## src/rtl/spi_pkg.sv

```systemverilog
// Shared SPI definitions used by both spi_slave and spi_master.
package spi_pkg;

    localparam int SPI_DATA_WIDTH = 8;

    typedef enum logic [0:0] {
        IDLE   = 1'b0,
        ACTIVE = 1'b1
    } spi_state_e;

    localparam logic [0:0] ST_IDLE   = 1'b0;
    localparam logic [0:0] ST_ACTIVE = 1'b1;

    // Bit-counter width for a word of w bits, never narrower than one bit.
    function automatic int spi_cnt_width(input int w);
        return (w > 1) ? $clog2(w) : 1;
    endfunction

endpackage

```

## src/rtl/spi_sync.sv

```systemverilog
// N-stage synchronizer for an asynchronous input, with optional rise/fall
// detection on the synchronized level.
module spi_sync #(
    parameter int   STAGES  = 2,
    parameter logic RST_VAL = 1'b0,
    parameter bit   EDGE_EN = 1'b1
) (
    input  logic clk,
    input  logic rst_n,
    input  logic d,
    output logic q,
    output logic rise,
    output logic fall
);

    logic [STAGES-1:0] sync_p0;

    always_ff @(posedge clk) begin
        if (!rst_n) begin
            sync_p0 <= {STAGES{RST_VAL}};
        end else begin
            sync_p0[0] <= d;
            for (int i = 1; i < STAGES; i++) begin
                sync_p0[i] <= sync_p0[i-1];
            end
        end
    end

    assign q = sync_p0[STAGES-1];

    generate
        if (EDGE_EN) begin : g_edge
            logic prev_p1;

            always_ff @(posedge clk) begin
                if (!rst_n) begin
                    prev_p1 <= RST_VAL;
                end else begin
                    prev_p1 <= q;
                end
            end

            assign rise = q & ~prev_p1;
            assign fall = ~q & prev_p1;
        end else begin : g_no_edge
            assign rise = 1'b0;
            assign fall = 1'b0;
        end
    endgenerate

endmodule

```

## src/rtl/spi_slave.sv

```systemverilog
// SPI mode-0 slave: oversampled by clk, single-entry tx buffer, back-to-back
// words permitted while ss_n stays low.
module spi_slave
    import spi_pkg::*;
#(
    parameter int DATA_WIDTH  = SPI_DATA_WIDTH,
    parameter int SYNC_STAGES = 2
) (
    input  logic                  clk,
    input  logic                  rst_n,
    input  logic                  sclk,
    input  logic                  mosi,
    input  logic                  ss_n,
    output logic                  miso,
    input  logic [DATA_WIDTH-1:0] tx_data,
    input  logic                  tx_valid,
    output logic                  tx_ready,
    output logic [DATA_WIDTH-1:0] rx_data,
    output logic                  rx_valid,
    output logic                  busy
);

    localparam int               CNT_W    = spi_cnt_width(DATA_WIDTH);
    localparam logic [CNT_W-1:0] LAST_BIT = CNT_W'(DATA_WIDTH - 1);

    logic       sclk_lvl_unused;
    logic       sclk_rise_p0;
    logic       sclk_fall_p0;
    logic       mosi_p0;
    logic       ss_n_p0;
    logic [1:0] mosi_edge_unused;
    logic [1:0] ss_edge_unused;

    spi_sync #(.STAGES(SYNC_STAGES), .RST_VAL(1'b0), .EDGE_EN(1'b1)) u_sync_sclk (
        .clk  (clk),
        .rst_n(rst_n),
        .d    (sclk),
        .q    (sclk_lvl_unused),
        .rise (sclk_rise_p0),
        .fall (sclk_fall_p0)
    );

    spi_sync #(.STAGES(SYNC_STAGES), .RST_VAL(1'b0), .EDGE_EN(1'b0)) u_sync_mosi (
        .clk  (clk),
        .rst_n(rst_n),
        .d    (mosi),
        .q    (mosi_p0),
        .rise (mosi_edge_unused[0]),
        .fall (mosi_edge_unused[1])
    );

    spi_sync #(.STAGES(SYNC_STAGES), .RST_VAL(1'b1), .EDGE_EN(1'b0)) u_sync_ss (
        .clk  (clk),
        .rst_n(rst_n),
        .d    (ss_n),
        .q    (ss_n_p0),
        .rise (ss_edge_unused[0]),
        .fall (ss_edge_unused[1])
    );

    logic [0:0]            state;
    logic [CNT_W-1:0]      bit_cnt;
    logic [DATA_WIDTH-2:0] rx_shift;
    logic [DATA_WIDTH-1:0] rx_word;
    logic [DATA_WIDTH-1:0] tx_shift;
    logic [DATA_WIDTH-1:0] tx_buf;
    logic [DATA_WIDTH-1:0] next_word;
    logic                  tx_full;
    logic                  start;
    logic                  stop;
    logic                  bit_rise;
    logic                  bit_fall;
    logic                  word_done;
    logic                  reload;
    logic                  consume;
    logic                  load;

    // Synchronized ss_n resets to 1, so seeing it low while IDLE is always a
    // falling edge that this FSM has not yet acted on.
    assign start     = (state == ST_IDLE) && !ss_n_p0;
    assign stop      = (state == ST_ACTIVE) && ss_n_p0;
    assign bit_rise  = (state == ST_ACTIVE) && !ss_n_p0 && sclk_rise_p0;
    assign bit_fall  = (state == ST_ACTIVE) && !ss_n_p0 && sclk_fall_p0;
    assign word_done = bit_rise && (bit_cnt == LAST_BIT);
    assign reload    = bit_fall && (bit_cnt == '0);
    assign consume   = start || reload;
    assign tx_ready  = !tx_full && !consume;
    assign load      = tx_valid && tx_ready;
    assign next_word = tx_full ? tx_buf : '0;
    assign rx_word   = {rx_shift, mosi_p0};

    // ---- stage p1: control state ----
    always_ff @(posedge clk) begin
        if (!rst_n) begin
            state    <= ST_IDLE;
            bit_cnt  <= '0;
            rx_valid <= 1'b0;
            tx_full  <= 1'b0;
        end else begin
            rx_valid <= word_done;

            if (start) begin
                state   <= ST_ACTIVE;
                bit_cnt <= '0;
            end else if (stop) begin
                state   <= ST_IDLE;
                bit_cnt <= '0;
            end else if (bit_rise) begin
                bit_cnt <= word_done ? '0 : bit_cnt + CNT_W'(1);
            end

            if (consume) begin
                tx_full <= 1'b0;
            end else if (load) begin
                tx_full <= 1'b1;
            end
        end
    end

    // ---- stage p1: shift registers and buffers ----
    always_ff @(posedge clk) begin
        if (!rst_n) begin
            rx_shift <= '0;
            tx_shift <= '0;
            tx_buf   <= '0;
            rx_data  <= '0;
        end else begin
            if (load) begin
                tx_buf <= tx_data;
            end

            if (start) begin
                rx_shift <= '0;
                tx_shift <= next_word;
            end else if (stop) begin
                rx_shift <= '0;
                tx_shift <= '0;
            end else begin
                if (bit_rise) begin
                    rx_shift <= rx_word[DATA_WIDTH-2:0];
                end
                if (word_done) begin
                    rx_data <= rx_word;
                end
                if (reload) begin
                    tx_shift <= next_word;
                end else if (bit_fall) begin
                    tx_shift <= {tx_shift[DATA_WIDTH-2:0], 1'b0};
                end
            end
        end
    end

    assign busy = (state == ST_ACTIVE);
    assign miso = busy ? tx_shift[DATA_WIDTH-1] : 1'b0;

endmodule

```

## config.mk

```make
export PLATFORM = sky130hd
export DESIGN_NAME = spi_slave
export DESIGN_NICKNAME = d
export VERILOG_FILES = /design/src/rtl/spi_pkg.sv /design/src/rtl/spi_sync.sv /design/src/rtl/spi_slave.sv
export SDC_FILE = /design/constraint.sdc
export NUM_CORES = 1
export LEC_CHECK = 0
export ABC_CLOCK_PERIOD_IN_PS = 3400
export CAP_MARGIN = 20
export CORE_ASPECT_RATIO = 1.25
export CORE_MARGIN = 2
export CORE_UTILIZATION = 57
export CTS_CLUSTER_DIAMETER = 120
export DETAILED_ROUTE_END_ITERATION = 8
export PLACE_DENSITY = 0.81
export SYNTH_ARGS = -nofsm -noshare
export SYNTH_HDL_FRONTEND = slang
export SYNTH_SLANG_ARGS = --single-unit
```

## constraint.sdc

```tcl
create_clock -name clk -period 3.4 [get_ports clk]
set_input_delay 0.51 -clock clk [delete_from_list [all_inputs] [get_ports clk]]
set_output_delay 0.51 -clock clk [all_outputs]
set_load 0.005 [all_outputs]
```

==> results.py, run 1 <==
metrics = {
    "sta": {
        "tns_ns": 0,
        "setup_viol": 0,
        "timing.final.crit_share": 0.8222,
        "fin_worst_skew_ns": 0.01668,
        "tightest_slew_ns": 0.4863,
        "rsz0062_at_grt": "false",
        "finalWorstPathRequiredPeriod_ns": 2.795,
        "relSlewSlack": 0.6748,
        "whs_ns": 0.4277,
        "hold_violations": 0,
        "drv_slew": 0,
        "fmax_mhz": 357.7,
    },
    "synthesis": {
        "synthesis.nets": 204,
        "ys_seq_area_frac": 0.4865,
        "yosysWarnings": 0,
        "synthDistinctLibCells": 28,
        "syn_area_sq_um": 1810,
        "ys_seq_elements": 44,
        "avgSynthCellArea_sq_um": 9.840,
        "syn_inst": 184,
    },
    "critical_path": {
        "path_cells": "inv_1 > ha_1 > o21ba_2 > nor2b_1 > clkdlybuf4s50_1",
        "path_class": "register to output pin",
        "cp_slowest_cell": "clkdlybuf4s50_1",
        "endpoint_kind": "output pin",
        "cp.required_ns": 2.89,
        "critPathMaxStageDelay_ns": 0.51,
        "critPathMaxFanout": 9,
        "cp_data_arrival_time_ns": 2.29,
        "start_kind": "register",
    },
    "global_routing": {
        "grt-ovfl-total": 0,
        "grt_max_degree": 18,
        "grt_pass1_wl_um": 5478,
        "antenna_found_initial": 0,
        "track_usage": 0.2098,
        "grt_pass1_vias": 1296,
    },
    "route": {
        "route.antenna.remaining_nets": 0,
        "vias": 1306,
        "routed_wirelength_um": 3334,
        "drc_errors": 0,
        "dr.first_iter.drc_count": 31,
        "routed_via_density": 5.309,
        "post_drt_wl_per_cell_um": 13.55,
        "drtPass1Iterations": 4,
    },
    "floorplan": {
        "start_util": 0.6090,
        "die_height_um": 67.01,
        "die_width_um": 54.41,
        "row_count": 22,
        "io-pin-count": 26,
        "design.die.area_sq_um": 3646,
        "core_sq_um": 2973,
    },
    "power_and_ir_drop": {
        "ir_worst_vdd_v": 0.0003838,
        "clkPwrFrac": 0.297,
        "p_sw_frac": 0.2172,
        "p_leak_uw": 0.0009489,
        "power_per_cell_area_nw_per_um2": 397.6,
        "pwr-share-comb": 0.075,
        "pwr-share-seq": 0.628,
        "p_int_uw": 665.1,
        "p_switching_uw": 184.6,
    },
    "placed_design": {
        "numPortBuffers": 25,
        "dp_hpwl_um": 2484,
        "place.gp.congestion": 0.7686,
    },
    "clock_tree": {
        "cts_tree": "built",
        "clk_latency_ns": 0.34,
        "clkTransAtPathRegs_ns": 0.13,
        "postCtsHoldBufs": 0,
        "cts_sinks": 44,
        "cts_inserted_buffers": 5,
        "cts_root_buf": "clkbuf_4",
        "cts-resized-gates": 0,
        "htreeDepth": 2,
        "clk_path_buf_depth": 2,
        "cts_setup_buffers": 0,
    },
    "final_layout": {
        "final_common_cell": "dfxtp_1",
        "nets": 229,
        "layout-drive-gt1-share": 0.06667,
        "syn_to_final_growth_pct": 18.04,
        "layout_common_cells": "44 x dfxtp_1, 26 x nand2_1, 25 x clkdlybuf4s50_1",
        "post-route-util": 0.7189,
        "fill_cells": 233,
        "diodes": 0,
    },
    "min_path": {
        "hold_class": "register to register",
    },
    "status": {
        "status": "finished clean",
    },
    "run": {
        "max_cap_viol_count": 0,
    },
}
[metrics by stage]
| stage | area [sq um] | std cells | total power (uW) | setup slack [ns] |
|---|---|---|---|---|
| floorplan | 1810 | 184 | 582.6 | 1.629 |
| global placement | 2078 | 238 | 606.7 | 1.134 |
| detailed placement | 2078 | 238 | 609.7 | 1.009 |
| CTS | 2137 | 246 | 862.1 | 0.5995 |
| global route | 2137 | 246 | 888.1 | 0.4990 |
| finish | 2137 | 246 | 849.7 | 0.6045 |
[final timing paths]
path | from | to | slack [ns] | depth (start not counted)
worst min-delay path | u_sync_ss.sync_p0[0]$_SDFF_PN1_ | u_sync_ss.sync_p0[1]$_SDFF_PN1_ | 0.43 | 1
worst max register to register | busy$_SDFFE_PN0P_ | rx_data[1]$_SDFFE_PN0P_ | 1.61 | 5
worst min register to register | u_sync_ss.sync_p0[0]$_SDFF_PN1_ | u_sync_ss.sync_p0[1]$_SDFF_PN1_ | 0.43 | 1
worst max-delay path | busy$_SDFFE_PN0P_ | tx_ready | 0.60 | 5
[flip-flops by register name (all words and copies together) (netlist names), 2 cells and up]
name                 flops
rx_data                  8
u_sync_mosi.sync_p0      2
u_sync_sclk.sync_p0      2
rx_shift                 7
tx_shift                 8
u_sync_ss.sync_p0        2
bit_cnt                  3
tx_buf                   8
[cells by family after synthesis]
kind of cell / synth area share
DFF: 0.4865
and+or+nand+nor: 0.2384
adders and majority gates: 0.04146
muxes: 0.1327
buffers and inverters: 0.02764
AOI/OAI and AO/OA: 0.07326
[layer usage]
metal	global-route usage	wire, um	up-vias
met2	0.3750	1818	26
met5	0	0	-
met1	0.2214	1375	618
li1	-	-	660
met3	0.06278	114	2
met4	0.08125	25	0
[power groups by stage]
stage | clock network [uW] | logic [uW] | registers [uW]
final | 252 | 63.9 | 534
after floorplan | 0 | 41.2 | 541
after global placement | 0 | 62.2 | 544
after global routing | 284 | 69.3 | 535
after CTS | 264 | 64.7 | 534
after detailed placement | 0 | 64.5 | 545
[final cells by class]
| type | count | area, sq um | area share |
|---|---|---|---|
| Sequential cell | 44 | 880.8 | 0.4122 |
| Multi-Input combinational cell | 128 | 879.6 | 0.4116 |
| Timing Repair Buffer | 26 | 257.7 | 0.1206 |
| Clock buffer | 8 | 58.81 | 0.02752 |
| Tap cell | 36 | 45.04 | 0.02108 |
| Inverter | 4 | 15.01 | 0.007026 |
[worst max-delay path, delay by kind of cell, from the launching register on]
| family | cells | cell delay [ns] |
|---|---|---|
| buf+inv | 2 | 0.59 |
| flops | 1 | 0.46 |
| simple gates | 1 | 0.19 |
| fa+ha+maj | 1 | 0.26 |
| compound gates | 1 | 0.43 |
[cell usage after synthesis, drive strengths merged]
| cell type | instances | share of area |
|---|---|---|
| dfxtp | 44 | 0.49 |
| nand2b | 4 | 0.015 |
| nor2 | 4 | 0.0083 |
| o21ba | 1 | 0.0055 |
| and3b | 1 | 0.0055 |
| buf | 2 | 0.0069 |
| and2 | 13 | 0.045 |
| nand3b | 4 | 0.023 |
| mux2i | 24 | 0.13 |
| o211a | 1 | 0.0055 |
| o22ai | 1 | 0.0035 |
| nor2b | 18 | 0.062 |
| o211ai | 1 | 0.012 |
| and3 | 2 | 0.0076 |
| nand4 | 1 | 0.0035 |
| inv | 4 | 0.0083 |
| clkbuf | 6 | 0.012 |
| a21oi | 10 | 0.028 |
| o21ai | 7 | 0.019 |
| nand2 | 26 | 0.054 |
| nand3 | 2 | 0.0083 |
| nor3 | 2 | 0.0055 |
| ha | 6 | 0.041 |
Power figures use the tool's default switching activity.
==> inputs of run 2 (changes only) <==
- ABC_CLOCK_PERIOD_IN_PS: 3400 -> 2300
- CORE_UTILIZATION: 57 -> 48
- PLACE_DENSITY: 0.81 -> 0.73
- clock period: 3.4 -> 2.3 ns (I/O delays scaled with it)
==> results.py, run 2 (same netlist as run 1, synthesis figures left out) <==
metrics = {
    "power_and_ir_drop": {
        "power.total_uw": 1432,
        "power_per_cell_area_nw_per_um2": 651.0,
        "ir_worst_vdd_v": 0.0003871,
        "p_leak_uw": 0.0009764,
    },
    "clock_tree": {
        "cts_sinks": 44,
        "cts_tree": "built",
        "htreeDepth": 2,
        "cts_root_buf": "clkbuf_8",
        "clkTransAtPathRegs_ns": 0.07,
        "cts_setup_buffers": 0,
        "cts_inserted_buffers": 5,
        "clk_path_buf_depth": 2,
        "clk_latency_ns": 0.29,
    },
    "global_routing": {
        "grt_pass1_wl_um": 5609,
        "grt_pass1_vias": 1358,
        "antenna_found_initial": 0,
        "grt_max_degree": 13,
        "grt-ovfl-total": 0,
        "track_usage": 0.1722,
    },
    "sta": {
        "finalWorstPathRequiredPeriod_ns": 2.195,
        "rsz0062_at_grt": "false",
        "fin_worst_skew_ns": 0.005520,
        "drv_slew": 0,
        "setup_viol": 0,
        "hold_violations": 0,
        "tightest_slew_ns": 0.4383,
        "tns_ns": 0,
        "relSlewSlack": 0.7069,
        "fmax_mhz": 455.6,
        "timing.final.crit_share": 0.9542,
    },
    "final_layout": {
        "reg_top3": "rx_data (8), tx_buf (8), tx_shift (8)",
        "layout-drive-gt1-share": 0.08095,
        "syn_to_final_growth_pct": 21.49,
        "fill_cells": 315,
        "final_common_cell": "dfxtp_1",
        "diodes": 0,
        "layout_common_cells": "43 x dfxtp_1, 26 x nand2_1, 25 x clkdlybuf4s50_1",
        "nets": 231,
    },
    "min_path": {
        "hold_class": "register to register",
    },
    "critical_path": {
        "cp_data_arrival_time_ns": 1.85,
        "path_class": "register to output pin",
        "start_kind": "register",
        "critPathMaxFanout": 6,
        "endpoint_kind": "output pin",
        "cp.required_ns": 1.96,
    },
    "route": {
        "routed_via_density": 5.289,
        "post_drt_wl_per_cell_um": 13.66,
        "drc_errors": 1,
        "route.antenna.remaining_nets": 0,
        "dr.first_iter.drc_count": 37,
        "routed_wirelength_um": 3401,
        "vias": 1317,
        "drtPass1Iterations": 6,
    },
    "floorplan": {
        "row_count": 24,
        "core_sq_um": 3543,
        "die_width_um": 58.93,
        "start_util": 0.5109,
        "design.die.area_sq_um": 4282,
        "die_height_um": 72.67,
        "io-pin-count": 26,
    },
    "run": {
        "max_cap_viol_count": 0,
    },
    "placed_design": {
        "numPortBuffers": 25,
        "dp_hpwl_um": 2527,
        "place.gp.congestion": 0.7498,
    },
    "status": {
        "status": "finished with violations",
        "violations": "DRC",
    },
}
run 2: cell types whose count changed in the layout (fill, tap and decap cells not counted), moves of 2 or more:
cell / change
buf_4: +2
clkbuf_8: +4
clkbuf_1: -2
clkbuf_4: -5
run 2: path summary, 6_finish.rpt:
check / cells after the start / slack (ns) / startpoint / endpoint
setup / recovery: 5 / 0.11 / busy$_SDFFE_PN0P_ / tx_ready
hold reg to reg: 1 / 0.43 / u_sync_ss.sync_p0[0]$_SDFF_PN1_ / u_sync_ss.sync_p0[1]$_SDFF_PN1_
hold / removal: 1 / 0.43 / u_sync_ss.sync_p0[0]$_SDFF_PN1_ / u_sync_ss.sync_p0[1]$_SDFF_PN1_
setup reg to reg: 6 / 0.64 / u_sync_ss.sync_p0[1]$_SDFF_PN1_ / rx_data[7]$_SDFFE_PN0P_
run 2: stage by stage:
step	instance area (sq um)	setup slack, ns	hold slack (ns)	util	cells
6_report	2200	0.1053	0.4260	0.6208	249
3_3_place_gp	2097	0.3774	0.3926	0.5918	243
4_1_cts	2196	0.003917	0.4289	0.6197	249
3_5_place_dp	2097	0.3410	0.4106	0.5918	243
2_1_floorplan	1810	0.6945	0.3863	-	184
5_1_grt	2200	0.02851	0.4646	0.6208	249
run 2: repair_timing:
item	4_1_cts	5_1_grt
gates resized for setup	0	2
setup endpoints to repair	0	1
hold buffers	0	0
run 2: per-layer routing:
layer  routed length, um  vias to the layer above  track usage
met5                   0                        -            0
met4                  41                        0      0.06061
met3                 113                        5      0.04433
met2                1863                       18       0.3370
met1                1382                      637       0.1678
li1                    -                      657            -
run 2: cell type report:
| class | instances | area, sq um | share of cell area |
|---|---|---|---|
| Sequential cell | 44 | 884.6 | 0.4022 |
| Multi-Input combinational cell | 128 | 879.6 | 0.3999 |
| Timing Repair Buffer | 28 | 272.8 | 0.1240 |
| Clock buffer | 5 | 68.82 | 0.03129 |
| Tap cell | 39 | 48.80 | 0.02218 |
| Clock inverter | 1 | 30.03 | 0.01365 |
| Inverter | 4 | 15.01 | 0.006826 |
run 2: report_power, final:
part / switching [uW] / internal (uW)
Sequential: 10.6 / 776
Combinational: 41.7 / 56.0
Clock: 236 / 312
Total: 288 / 1140
run 2: worst max-delay path, cell delays in order (launching register included):
cell and delay, ns:
dfxtp_4 0.38, inv_1 0.05, ha_1 0.25, o21ba_2 0.27
nor2b_1 0.12, clkdlybuf4s50_1 0.50
==> inputs of run 3 (changes only) <==
- CELL_PAD_IN_SITES_DETAIL_PLACEMENT: not set -> 0
- CELL_PAD_IN_SITES_GLOBAL_PLACEMENT: not set -> 1
- CORE_UTILIZATION: 48 -> 37
- PLACE_DENSITY: 0.73 -> 0.72
==> results.py, run 3 (same netlist as run 1, synthesis figures left out) <==
metrics = {
    "floorplan": {
        "design.die.area_sq_um": 5472,
        "io-pin-count": 26,
        "core_sq_um": 4730,
        "start_util": 0.3828,
        "row_count": 28,
        "die_width_um": 66.57,
        "die_height_um": 82.21,
    },
    "sta": {
        "drv_slew": 0,
        "setup_viol": 0,
        "tns_ns": 0,
        "tightest_slew_ns": 0.5064,
        "timing.final.crit_share": 0.9527,
        "fin_worst_skew_ns": 0.005269,
        "finalWorstPathRequiredPeriod_ns": 2.191,
        "hold_violations": 0,
        "relSlewSlack": 0.6613,
        "rsz0062_at_grt": "false",
        "fmax_mhz": 456.4,
    },
    "min_path": {
        "hold_class": "register to register",
    },
    "critical_path": {
        "critPathTopFamily": "buffers and inverters",
        "setup.worst_path.start": "busy$_SDFFE_PN0P_",
        "cp_data_arrival_time_ns": 1.85,
        "worst-path-buf-inv": 2,
        "r2r-start": "u_sync_ss.sync_p0[1]$_SDFF_PN1_",
        "ff2ff_path_depth": 6,
        "r2r_slack_ns": 0.62,
        "path_class": "register to output pin",
        "critPathMaxStageDelay_ns": 0.50,
        "cp.depth": 5,
        "cp-endpoint": "tx_ready",
        "cp.required_ns": 1.96,
        "critPathMaxFanout": 6,
        "start_kind": "register",
        "path_cells": "inv_1 > ha_1 > o21ba_2 > nor2b_1 > clkdlybuf4s50_1",
        "cp_slowest_cell": "clkdlybuf4s50_1",
        "endpoint_kind": "output pin",
        "reg2reg_to": "rx_data[1]$_SDFFE_PN0P_",
    },
    "power_and_ir_drop": {
        "ir_worst_vdd_v": 0.0003115,
        "pwr-share-comb": 0.071,
        "p_leak_uw": 0.0009670,
        "power_per_cell_area_nw_per_um2": 616.4,
        "power.total_uw": 1362,
        "pwr-share-seq": 0.578,
        "p_sw_frac": 0.2099,
        "clkPwrFrac": 0.352,
        "p_int_uw": 1076,
        "p_switching_uw": 285.9,
    },
    "placed_design": {
        "dp_hpwl_um": 2488,
        "numPortBuffers": 25,
        "place.gp.congestion": 0.7435,
        "post-place-cells": 263,
    },
    "final_layout": {
        "syn_to_final_growth_pct": 22.05,
        "diodes": 0,
        "layout-drive-gt1-share": 0.07583,
        "multiInputGateArea_sq_um": 879.6,
        "seqCellArea_sq_um": 884.6,
        "fill_cells": 474,
        "nets": 230,
        "fin_cells": 271,
        "final_common_cell": "dfxtp_1",
        "layout_common_cells": "43 x dfxtp_1, 26 x nand2_1, 25 x clkdlybuf4s50_1",
        "post-route-util": 0.4672,
        "reg_top3": "rx_data (8), tx_buf (8), tx_shift (8)",
    },
    "global_routing": {
        "grt_max_degree": 18,
        "grt_pass1_wl_um": 5692,
        "grt-ovfl-total": 0,
        "antenna_found_initial": 0,
        "grt_pass1_vias": 1267,
        "track_usage": 0.1374,
    },
    "clock_tree": {
        "cts_tree": "built",
        "cts_sinks": 44,
        "clk_path_buf_depth": 2,
        "cts_setup_buffers": 0,
        "postCtsHoldBufs": 0,
        "htreeDepth": 2,
        "clkTransAtPathRegs_ns": 0.07,
        "cts_inserted_buffers": 5,
        "cts_root_buf": "clkbuf_8",
        "clk_latency_ns": 0.28,
    },
    "route": {
        "routed_via_density": 4.712,
        "drc_errors": 0,
        "route.antenna.remaining_nets": 0,
        "vias": 1277,
        "post_drt_wl_per_cell_um": 12.54,
        "drtPass1Iterations": 4,
        "dr.first_iter.drc_count": 51,
        "routed_wirelength_um": 3398,
    },
    "run": {
        "max_cap_viol_count": 0,
    },
    "status": {
        "status": "finished clean",
    },
}
## run 3: cell count changes in the layout (fill, tap and decap cells not counted), sizes merged
cell	before	now
clkbuf	5	8
bufinv	1	0
buf	3	2
## run 3: final cells by class
class,count,share of cell area
Sequential cell,44,0.4003
Multi-Input combinational cell,128,0.3981
Timing Repair Buffer,27,0.1200
Clock buffer,8,0.04077
Tap cell,60,0.03398
Inverter,4,0.006795
## run 3: worst reg2reg max path, delay by kind of cell (launching register included)
family	cells	cell delay (ns)
buffers and inverters	1	0.07
multiplexers	1	0.24
AND/OR/NAND/NOR	3	0.71
flip-flops	1	0.31
adder cells (fa/ha/maj)	1	0.24
## run 3: timing repair
action,CTS,global route
gates resized for setup,1,1
pin swaps,0,0
setup endpoints to repair,1,1
endpoints found under the hold margin,0,0
## run 3: worst min path at each step
| stage | startpoint | endpoint | slack, ns | depth (start not counted) |
|---|---|---|---|---|
| after floorplan | u_sync_ss.sync_p0[0]$_SDFF_PN1_ | u_sync_ss.sync_p0[1]$_SDFF_PN1_ | 0.39 | 1 |
| after global placement | u_sync_ss.sync_p0[0]$_SDFF_PN1_ | u_sync_ss.sync_p0[1]$_SDFF_PN1_ | 0.39 | 1 |
| after detailed placement | u_sync_ss.sync_p0[0]$_SDFF_PN1_ | u_sync_ss.sync_p0[1]$_SDFF_PN1_ | 0.39 | 1 |
| after CTS | u_sync_ss.sync_p0[0]$_SDFF_PN1_ | u_sync_ss.sync_p0[1]$_SDFF_PN1_ | 0.41 | 1 |
| after global routing | u_sync_ss.sync_p0[0]$_SDFF_PN1_ | u_sync_ss.sync_p0[1]$_SDFF_PN1_ | 0.42 | 1 |
| final | u_sync_ss.sync_p0[0]$_SDFF_PN1_ | u_sync_ss.sync_p0[1]$_SDFF_PN1_ | 0.41 | 1 |
## run 3: per-stage QoR
stage / area, sq um / worst slack, ns / hold slack (ns)
2_1_floorplan: 1810 / 0.6945 / 0.3863
6_report: 2210 / 0.1089 / 0.4053
3_5_place_dp: 2116 / 0.3280 / 0.3936
5_1_grt: 2210 / 0.008571 / 0.4152
4_1_cts: 2207 / 0.06455 / 0.4072
3_3_place_gp: 2116 / 0.3746 / 0.3937
## run 3: metal layers
layer	vias to the layer above	wire, um	global-route usage
met5	-	0	0
met3	4	118	0.03117
met4	0	38	0.06122
met2	20	1760	0.2460
li1	657	-	-
met1	596	1480	0.1544
## run 3: power by group through the flow
stage	Clock, uW	Combinational, uW	Sequential, uW
2_1_floorplan	0	60.9	800
3_3_place_gp	0	95.9	806
3_5_place_dp	0	97.8	806
4_1_cts	506	98.2	788
5_1_grt	533	105	789
6_report	479	96.5	787
